**src/rtl/lap_sram_sequencer.sv**
```systemverilog
// rtl/lap_sram_sequencer.sv - lap FIFO plus APB master sharing sram_rw between lap writes and host reads
// Optional LAP_SEQ_OVERWRITE_EN: a full FIFO loses its oldest lap instead of the incoming one.
module lap_sram_sequencer #(
    parameter int          DEPTH     = 4,
    parameter logic [15:0] BASE_ADDR = 16'h0000
) (
    input  logic        pclk,
    input  logic        presetn,
    input  logic        iLAP_STORE,
    input  logic [25:0] iLAP,
    input  logic [3:0]  iLAP_ADDR,
    input  logic        iRD_REQ,
    input  logic [3:0]  iRD_ADDR,
    input  logic        iERR_CLR,
    output logic        oRD_VALID,
    output logic [25:0] oRD_DATA,
    output logic        oRD_BUSY,
    output logic        oFIFO_FULL,
    output logic        oDROP,
    output logic        oERR,
    output logic        oPSEL,
    output logic        oPENABLE,
    output logic        oPWRITE,
    output logic [3:0]  oPSTRB,
    output logic [15:0] oPADDR,
    output logic [31:0] oPWDATA,
    input  logic [31:0] iPRDATA,
    input  logic        iPREADY,
    input  logic        iPSLVERR
);
    localparam int AW = $clog2(DEPTH);
    localparam logic [AW:0] FULL_CNT = (AW+1)'(DEPTH);
    localparam logic [AW:0] ONE      = (AW+1)'(1);

    typedef enum logic [1:0] {IDLE = 2'd0, SETUP = 2'd1, ACCESS = 2'd2} state_t;
    state_t state, next_state;

    logic [29:0] fifo_mem [DEPTH];
    logic [AW:0] wr_ptr, rd_ptr, count;
    logic [29:0] head;
    logic [3:0]  slot;
    logic        full, wr_pend, pick_write, grant, xfer_done;
    logic        lap_q, push_evt, push_ok, pop, adv_rd, drop, drop_q;
    logic        rd_pend, rd_valid_q, err_q;
    logic [3:0]  rd_addr_q;
    logic [25:0] rd_data_q;

    logic        psel_q, penable_q, pwrite_q;
    logic [3:0]  pstrb_q;
    logic [15:0] paddr_q;
    logic [31:0] pwdata_q;
    logic        psel_d, penable_d, pwrite_d;
    logic [3:0]  pstrb_d;
    logic [15:0] paddr_d;
    logic [31:0] pwdata_d;

    logic unused_bits;
    assign unused_bits = &{1'b0, iPRDATA[31:26]};

    assign count     = wr_ptr - rd_ptr;
    assign full      = (count == FULL_CNT);
    assign wr_pend   = (count != '0);
    assign head      = fifo_mem[rd_ptr[AW-1:0]];
    assign push_evt  = iLAP_STORE & ~lap_q;
    assign xfer_done = (state == ACCESS) & iPREADY;
    assign grant     = (state == IDLE) & (wr_pend | rd_pend);
    // pwrite_q still holds the type of the last grant, so it doubles as the round-robin pointer
    assign pick_write = wr_pend & (~rd_pend | full | ~pwrite_q);
    assign slot       = pick_write ? head[29:26] : rd_addr_q;

`ifdef LAP_SEQ_OVERWRITE_EN
    logic head_gone, busy_write;
    assign busy_write = (state == IDLE) ? (grant & pick_write) : pwrite_q;
    assign pop        = xfer_done & pwrite_q & ~head_gone;
    assign drop       = push_evt & full & ~pop;
    assign push_ok    = push_evt;
    assign adv_rd     = pop | drop;

    // The in-flight head was already discarded by an overwrite; its completion must not pop again.
    always_ff @(posedge pclk or negedge presetn) begin
        if (!presetn)               head_gone <= 1'b0;
        else if (xfer_done)         head_gone <= 1'b0;
        else if (drop & busy_write) head_gone <= 1'b1;
    end
`else
    assign pop     = xfer_done & pwrite_q;
    assign drop    = push_evt & full & ~pop;
    assign push_ok = push_evt & ~drop;
    assign adv_rd  = pop;
`endif

    always_ff @(posedge pclk or negedge presetn) begin
        if (!presetn) begin
            wr_ptr <= '0;
            rd_ptr <= '0;
            lap_q  <= 1'b0;
            drop_q <= 1'b0;
        end else begin
            lap_q  <= iLAP_STORE;
            drop_q <= drop;
            if (push_ok) wr_ptr <= wr_ptr + ONE;
            if (adv_rd)  rd_ptr <= rd_ptr + ONE;
        end
    end

    always_ff @(posedge pclk) begin
        if (push_ok) fifo_mem[wr_ptr[AW-1:0]] <= {iLAP_ADDR, iLAP};
    end

    always_ff @(posedge pclk or negedge presetn) begin
        if (!presetn) state <= IDLE;
        else          state <= next_state;
    end

    always_comb begin
        next_state = state;
        case (state)
            IDLE:    if (grant) next_state = SETUP;
            SETUP:   next_state = ACCESS;
            ACCESS:  if (iPREADY) next_state = IDLE;
            default: next_state = IDLE;
        endcase
    end

    // APB outputs are computed one cycle ahead so that the bus comes straight from flops.
    always_comb begin
        psel_d    = (next_state != IDLE);
        penable_d = (next_state == ACCESS);
        pwrite_d  = pwrite_q;
        pstrb_d   = pstrb_q;
        paddr_d   = paddr_q;
        pwdata_d  = pwdata_q;
        if (grant) begin
            pwrite_d = pick_write;
            pstrb_d  = pick_write ? 4'hF : 4'h0;
            paddr_d  = BASE_ADDR + {10'b0, slot, 2'b00};
            pwdata_d = pick_write ? {6'b0, head[25:0]} : 32'h0;
        end
    end

    always_ff @(posedge pclk or negedge presetn) begin
        if (!presetn) begin
            psel_q    <= 1'b0;
            penable_q <= 1'b0;
            pwrite_q  <= 1'b0;
            pstrb_q   <= 4'h0;
            paddr_q   <= 16'h0;
            pwdata_q  <= 32'h0;
        end else begin
            psel_q    <= psel_d;
            penable_q <= penable_d;
            pwrite_q  <= pwrite_d;
            pstrb_q   <= pstrb_d;
            paddr_q   <= paddr_d;
            pwdata_q  <= pwdata_d;
        end
    end

    always_ff @(posedge pclk or negedge presetn) begin
        if (!presetn) begin
            rd_pend    <= 1'b0;
            rd_addr_q  <= 4'h0;
            rd_valid_q <= 1'b0;
            rd_data_q  <= 26'h0;
            err_q      <= 1'b0;
        end else begin
            rd_valid_q <= xfer_done & ~pwrite_q;
            if (xfer_done & ~pwrite_q) begin
                rd_data_q <= iPRDATA[25:0];
                rd_pend   <= 1'b0;
            end else if (iRD_REQ & ~rd_pend) begin
                rd_pend   <= 1'b1;
                rd_addr_q <= iRD_ADDR;
            end
            if (xfer_done & iPSLVERR) err_q <= 1'b1;
            else if (iERR_CLR)        err_q <= 1'b0;
        end
    end

    assign oRD_VALID  = rd_valid_q;
    assign oRD_DATA   = rd_data_q;
    assign oRD_BUSY   = rd_pend;
    assign oFIFO_FULL = full;
    assign oDROP      = drop_q;
    assign oERR       = err_q;
    assign oPSEL      = psel_q;
    assign oPENABLE   = penable_q;
    assign oPWRITE    = pwrite_q;
    assign oPSTRB     = pstrb_q;
    assign oPADDR     = paddr_q;
    assign oPWDATA    = pwdata_q;
endmodule

```
**config.mk**
```make
export PLATFORM = sky130hd
export DESIGN_NAME = lap_sram_sequencer
export DESIGN_NICKNAME = d
export VERILOG_FILES = /design/src/rtl/lap_sram_sequencer.sv
export SDC_FILE = /design/constraint.sdc
export NUM_CORES = 1
export LEC_CHECK = 0
export BUFFER_PORTS_ARGS = -buffer_cell sky130_fd_sc_hd__buf_2
export CORE_MARGIN = 2
export CORE_UTILIZATION = 50
export DETAILED_ROUTE_END_ITERATION = 7
export PLACE_DENSITY = 0.74
export SLEW_MARGIN = 20
export SYNTH_ARGS = -nofsm -noshare
export SYNTH_HDL_FRONTEND = slang
export SYNTH_SLANG_ARGS = --single-unit
```
**constraint.sdc**
```tcl
create_clock -name pclk -period 7.7 [get_ports pclk]
set_input_delay 0.385 -clock pclk [delete_from_list [all_inputs] [get_ports pclk]]
set_output_delay 0.385 -clock pclk [all_outputs]
set_load 0.01 [all_outputs]
```
# After elaboration in Yosys (flattened, before gate mapping)

Memory sizes are Yosys's and may differ from the RTL's.
Index checks and enable logic that the tools add are counted.

Word-level logic and storage cells: 62
Flip-flop bits (word level): 86
Output and inout bits: 86
Input bits: 73
Memories kept: 1
RAM bits: 120

Memory list:

| name     | words | bits a word | rd ports | clocked after Yosys merged registers in | wr ports | RTL line | text |
|---|---|---|---|---|---|---|---|
| fifo_mem | 4     | 30          | 1        | 0                                       | 1        | 38       | `logic [29:0] fifo_mem [DEPTH];` |

Reduce and logical (&&, ||, !) cells: 6
Equality and inequality tests: 4
Muxes and demuxes: 12
Bitwise gates (word level): 20
$add $sub $neg: 3

Operators by type and width:

| cell                                                 | number |
|---|---|
| two-way mux 26 bit                                   | 1 |
| AND 1 bit                                            | 11 |
| two-way mux 4 bit                                    | 2 |
| adder 3 x 1 -> 3 bit (second input constant)         | 2 |
| two-way mux 1 bit                                    | 6 |
| inverter 1 bit                                       | 6 |
| case mux 2 bit (3 select lines)                      | 1 |
| nonzero test 2 bit                                   | 3 |
| equality test 2 bit (second input constant)          | 2 |
| two-way mux 2 bit                                    | 2 |
| equality test 3 bit (second input constant)          | 1 |
| bitwise OR 1 bit                                     | 3 |
| nonzero test 3 bit                                   | 1 |
| subtractor 3 bit                                     | 1 |
| equality test 2 x 1 -> 1 bit (second input constant) | 1 |
| zero test 2 bit                                      | 1 |
| AND reduction 2 bit                                  | 1 |

# Logic depth before layout (Yosys ltp)

Gate-level depths: netlist of the first run.

Depth after elaboration: 9
Depth in mapped cells: 10
Mapped depth without buffers: 7

# Least setup slack after synthesis of the first run

OpenSTA, ideal clock, no wires.

Path type: reg2reg
From: register rd_ptr[1]
To: memory fifo_mem[3][0], enable pin
Setup time: 391 ps
Buffers on the path: 2
Slack: 4660 ps
Cell stages (with the launch flop): 9
Required time: 7309 ps
Arrival: 2649 ps
Period minus slack after synthesis: 3040 ps
Cells stage by stage: dfrtp_1 -> buf_2 -> buf_1 -> inv_1 -> ha_1 -> nor2b_1 -> xnor2_2 -> a41oi_2 -> and2_1

Cells in the longest elaborated chain, start to end: 8

RTL lines:

| what                                    | RTL line | text |
|---|---|---|
| start: declaration                      | 39       | `logic [AW:0] wr_ptr, rd_ptr, count;` |
| start signal: assignment                | 102      | `if (adv_rd) rd_ptr <= rd_ptr + ONE;` |
| subtractor 3 bit                        | 60       | `assign count = wr_ptr - rd_ptr;` |
| equality test 3 bit                     | 61       | `assign full = (count == FULL_CNT);` |
| AND 1 bit (2 in a row)                  | 87       | `assign drop = push_evt & full & ~pop;` |
| inverter 1 bit                          | 88       | `assign push_ok = push_evt & ~drop;` |
| AND 1 bit                               | 88       |  |
| two-way mux 1 bit                       | 107      | `if (push_ok) fifo_mem[wr_ptr[AW-1:0]] <= {iLAP_ADDR, iLAP};` |
| two-way mux 1 bit (not written as such) | 107      |  |
| end: declaration                        | 38       |  |

Every way passes these cells.

# Worst setup path after layout of the first run

From: register rd_ptr[0]
To: memory fifo_mem[3][4], enable pin

The elaborated chain is that of the path after synthesis.

==> reports/qor.yml, run 1 <==
internal_power_w: 0.00239
cts_buffers: 17
synthFlopType: "edfxtp_1"
period_share_pct: 39.1
fin_ws_ns: 4.69
postCtsHoldBufs: 0
cts_tree: "done"
antenna_found_initial: 0
comb_power_share_pct: 33.3
crit_type: "reg -> reg"
setup_violations: 0
skew_ns: 0.0110
final_common_cell: "buf_2"
switchingPower_w: 0.00110
clkSinkCount: 196
num_vias: 3788
fmax_ghz: 0.332
io_pins: 159
syn-cell-area_sq_um: 7550
crit_required_ns: 7.75
grt_pass1_vias: 3931
die_h_microns: 127
swShare_pct: 31.4
syn_inst: 382
routed_via_density: 5.27
clk_path_buf_depth: 2
p_seq_share_pct: 43.4
initial_core_util_pct: 51.6
gp_congestion: 0.748
grt_pass1_wl_microns: 21000
maxCapViolCount: 0
root_buffer: "clkbuf_16"
yosys.cell_types.count: 33
grt_overflow_total: 0
grtUsageTotal_pct: 17.6
first_pass_iters: 5
ctsHtreeMaxLevel: 4
drtIter0Drc: 180
drt_wl_total_microns: 13300
dieWidth_microns: 127
synth-async-reset-ratio_pct: 38.8
run_status: "complete, no violations"
clk_pin_slew_ns: 0.07
drive_gt1_share_pct: 42.4
layout_common_cells: "133 x buf_2, 120 x edfxtp_1, 75 x dfrtp_1"
tightest_slew_ns: 0.855
finalHoldViolations: 0
setup_tns_ns: 0
wire_per_inst_microns: 18.5
ant_nets: 0
slew_violations: 0
coreArea_sq_um: 14600
yosysWarnings: 0
rows: 44
dp_hpwl_microns: 7950
avgSynthCellArea_sq_um: 19.8
cts_setup_buffers: 0
yosysSeqAreaShare_pct: 72.9
clk-insertion-delay-late_ns: 0.43
ys_seq_elements: 196
grt_max_degree: 77
arrival_ns: 3.07
p_total_w: 0.00349
endpoint_kind: "flop"
crit_fanout: 33
slew-limit-headroom_pct: 43.0
period_needed_ns: 3.01
power_density_nw_per_um2: 393
crit_path_start_kind: "flop"
die_area_sq_um: 16100
cts_resized: 0
p_leak_nw: 3.59
layout-area-overhead-vs-synth_pct: 17.5
nFillCells: 1083
dp_slack_ns: 4.60
diodes: 0
drc_errors: 0
grt_setup_unrepaired: "false"
synth_edf_count: 120
hold_path.class: "in -> reg"
finalNetCount: 602
clockPowerShare_pct: 23.3
vdd_drop_max_uv: 231
numPortBuffers: 134
-- sequential cells by signal (all words and copies together) (netlist names), 2 cells and up --
signal,cells
fifo_mem,120
oPADDR,4
oPWDATA,26
oRD_DATA,26
rd_addr_q,4
rd_ptr,3
state,2
wr_ptr,3
-- synth_stat cells, drive strengths merged (2+ instances only) --
master | n | area [sq um]
mux2 | 41 | 462
edfxtp | 120 | 3600
o21ai | 3 | 26.3
xnor2 | 6 | 67.6
ha | 7 | 87.6
inv | 6 | 22.5
nand3 | 2 | 10.0
a22o | 26 | 228
nand2b | 2 | 12.5
buf | 36 | 269
mux4 | 30 | 676
nor2 | 5 | 18.8
nand2 | 5 | 18.8
and2 | 4 | 25.0
dfrtp | 76 | 1900
nor2b | 3 | 18.8
-- through the flow --
stage / hold WS (ns) / instances / utilization, % / instance area (sq um)
floorplan: 0.0894 / 399 / - / 7610
global placement: 0.463 / 685 / 56.6 / 8290
detailed placement: 0.474 / 685 / 56.6 / 8290
CTS: 0.0649 / 717 / 60.3 / 8840
global route: 0.0643 / 719 / 60.6 / 8870
finish: 0.0777 / 719 / 60.6 / 8870
-- final cells by class --
class | count | area [sq um] | area share (%)
Inverter | 6 | 22.5 | 0.254
Multi-Input combinational cell | 160 | 1820 | 20.5
Clock inverter | 12 | 108 | 1.21
Tap cell | 184 | 230 | 2.59
Clock buffer | 20 | 437 | 4.92
Sequential cell | 196 | 5510 | 62.1
Timing Repair Buffer | 141 | 748 | 8.43
-- cells by family after synthesis --
family	Yosys count	share of synthesized area (%)
AND/OR/NAND/NOR	24	1.87
AO/OA/AOI/OAI	33	4.03
flip-flops	196	72.9
multiplexers	71	15.1
other	1	0.0497
XOR/XNOR	7	1.01
adder cells (fa/ha/maj)	7	1.16
buffers and inverters	43	3.91
-- final timing paths --
check / from / to / slack, ns / cells past startpoint
max in group asynchronous: presetn / oPWDATA[24]$_DFFE_PN0P_ / 6.70 / 3
worst max-delay path: rd_ptr[0]$_DFFE_PN0P_ / fifo_mem[3][4]$_DFFE_PP_ / 4.69 / 6
worst min register to register: oRD_DATA[7]$_DFFE_PN0P_ / oRD_DATA[7]$_DFFE_PN0P_ / 0.48 / 1
worst max register to register: rd_ptr[0]$_DFFE_PN0P_ / fifo_mem[3][4]$_DFFE_PP_ / 4.69 / 6
min in group asynchronous: presetn / oRD_DATA[21]$_DFFE_PN0P_ / 0.41 / 2
worst min-delay path: iLAP_STORE / lap_q$_DFF_PN0_ / 0.08 / 1
-- worst max-delay path, cell delays in order (launching register included) --
cell and delay [ns]:
dfrtp_2 0.34, buf_4 0.54, ha_1 0.28, nor2b_1 0.21, xnor2_2 0.13, a41oi_2 0.33, and2_2 0.77
-- routing by layer --
layer  wire [microns]  track usage [%]
met2             6820             30.1
met1             5460             21.9
met3              842             4.64
met5                0                0
met4              165             6.40
-- power groups by stage --
stage | clock [W] | sequential, W | combinational, W
2_1_floorplan | 0 | 0.00159 | 0.000787
3_3_place_gp | 0 | 0.00152 | 0.00115
3_5_place_dp | 0 | 0.00154 | 0.00118
4_1_cts | 0.000829 | 0.00152 | 0.00119
5_1_grt | 0.000873 | 0.00155 | 0.00128
6_report | 0.000813 | 0.00151 | 0.00116
Note: power is estimated with default switching activity, not from simulation.
==> inputs of run 2 (changes only) <==
==> constraint.sdc (replaced) <==
create_clock -name pclk -period 3.1 [get_ports pclk]
set_input_delay 0.155 -clock pclk [delete_from_list [all_inputs] [get_ports pclk]]
set_output_delay 0.155 -clock pclk [all_outputs]
set_load 0.01 [all_outputs]
==> run 2 against run 1 <==
- final area up 9.0%
- sequential share of layout area down 5.1 points
- die area unchanged
- clock-buffer cell count up 1
- fmax up 23%
- largest cell class unchanged
==> reports/qor.yml, run 2 (synthesized netlist as in run 1, its figures left out) <==
die_area_sq_um: 16100  # unchanged
cp-endpoint: "fifo_mem[3][2]$_DFFE_PP_"
fmax_ghz: 0.407  # +23%
dieWidth_microns: 127  # unchanged
initial_core_util_pct: 51.6  # unchanged
dp_hpwl_microns: 8310  # +4.6%
clk-insertion-delay-late_ns: 0.43  # about the same
postCtsHoldBufs: 65  # +65
finalNetCount: 671  # +11%
tightest_slew_ns: 0.660  # -0.196 ns
clk_pin_slew_ns: 0.06  # about the same
setup_violations: 0  # unchanged
gp_congestion: 0.665  # -11%
layout-area-overhead-vs-synth_pct: 28.1
first_pass_iters: 4  # -1
coreArea_sq_um: 14600  # unchanged
setup_tns_ns: 0  # unchanged
slew-limit-headroom_pct: 56.0  # +13 points
endpoint_kind: "flop"
rows: 44  # unchanged
diodes: 0  # unchanged
r2r_end: "fifo_mem[3][2]$_DFFE_PP_"
clk_path_buf_depth: 2  # unchanged
grt_pass1_wl_microns: 22900  # +8.8%
cp-startpoint: "wr_ptr[0]$_DFFE_PN0P_"
cts_resized: 0  # unchanged
numPortBuffers: 134  # unchanged
period_needed_ns: 2.46  # -0.558 ns
grt_pass1_vias: 4410  # +12%
drc_errors: 0  # unchanged
crit_path_start_kind: "flop"
root_buffer: "clkbuf_16"
antenna_found_initial: 0  # unchanged
clkSinkCount: 196  # unchanged
timing.rr.start: "wr_ptr[0]$_DFFE_PN0P_"
wire_per_inst_microns: 18.4  # -0.53%
crit_fanout: 16  # -52%
layout_common_cells: "133 x buf_2, 120 x edfxtp_1, 75 x dfrtp_1"
routed_via_density: 5.19  # -1.4%
drt_wl_total_microns: 14500  # +9.0%
crit_chain: "inv_1 -> ha_1 -> nor2b_1 -> xnor2_2 -> a41oi_2 -> and2_2 -> buf_12"
arrival_ns: 2.59  # -0.48 ns
skew_ns: 0.00904  # -0.00201 ns
holdPathStages: 3  # +2
ant_nets: 0  # unchanged
largest_reg_flops: 120  # unchanged
cts_setup_buffers: 0  # unchanged
grt_max_degree: 77  # unchanged
crit_required_ns: 3.24  # -4.51 ns
num_vias: 4093  # +8.1%
utilization_pct: 66.1  # +5.5 points
p_leak_nw: 3.93  # +9.6%
die_h_microns: 127  # unchanged
drtIter0Drc: 192  # +6.7%
crit_type: "reg -> reg"
ff2ff_setup_slack_ns: 0.64  # -4.04 ns
ctsHtreeMaxLevel: 4  # unchanged
maxCapViolCount: 0  # unchanged
worstRegToRegCells: 7  # +1
power_density_nw_per_um2: 939  # +140%
run_status: "complete, no violations"
drive_gt1_share_pct: 38.4  # -4.0 points
slowest_delay_ns: 0.52  # -0.25 ns
cts_tree: "done"
slew_violations: 0  # unchanged
io_pins: 159  # unchanged
vdd_drop_max_uv: 589  # +160%
grt_overflow_total: 0  # unchanged
cts_buffers: 17  # unchanged
grt_setup_unrepaired: "false"
slowest_stage: "and2_2"
hold_path.class: "in -> reg"
grtUsageTotal_pct: 19.1  # +1.4 points
period_share_pct: 79.2  # +40 points
final_common_cell: "buf_2"
p_total_w: 0.00908  # +160%
finalHoldViolations: 0  # unchanged
-- run 2: stage by stage --
step | hold WS (ns) | setup WS, ns | instance area (sq um) | instances
global route | 0.154 | 0.451 | 9670 | 788
CTS | 0.120 | 0.594 | 9650 | 787
detailed placement | 0.288 | 0.590 | 8380 | 690
global placement | 0.281 | 0.669 | 8380 | 690
finish | 0.142 | 0.644 | 9670 | 788
floorplan | -0.141 | 0.0599 | 7610 | 399
-- run 2: routing by layer --
metal  GRT usage (%)  share of wire, %  vias to the layer above
met1            23.3                42                     2060
met4            8.21               2.0                        0
met5               0                 0                        -
met3            3.92               5.2                       26
li1                -                 -                     1850
met2            33.2                50                      157
-- run 2: how the worst min path moves through the flow --
stage | start | to
after global placement | iLAP_STORE | lap_q$_DFF_PN0_
after floorplan | presetn | lap_q$_DFF_PN0_
after detailed placement | iLAP_STORE | lap_q$_DFF_PN0_
after CTS | iPREADY | oPENABLE$_DFF_PN0_
after global routing | iPREADY | oPENABLE$_DFF_PN0_
final | iPREADY | oPENABLE$_DFF_PN0_
-- run 2: layout make-up --
cell class              instances  area, sq um
fillers                       977         4970
multi-input cells             160         1820
flip-flops and latches        196         5510
inverters                       6         22.5
well taps                     184          230
repair buffers                210         1480
clock buffers                  21          440
clock inverters                11          175
-- run 2: worst max-delay path: cells and delay by family, from the launching register on --
family,cells,cell delay (ns)
and+or+nand+nor,2,0.74
AOI/OAI and AO/OA,1,0.35
xor gates and xnor gates,1,0.13
adders and majority gates,1,0.18
buffers and inverters,2,0.37
DFF,1,0.39
-- run 2: where the power goes --
| part | internal, W | switching [W] |
|---|---|---|
| Clock | 0.00136 | 0.000912 |
| Sequential | 0.00345 | 0.000321 |
| Combinational | 0.00148 | 0.00156 |
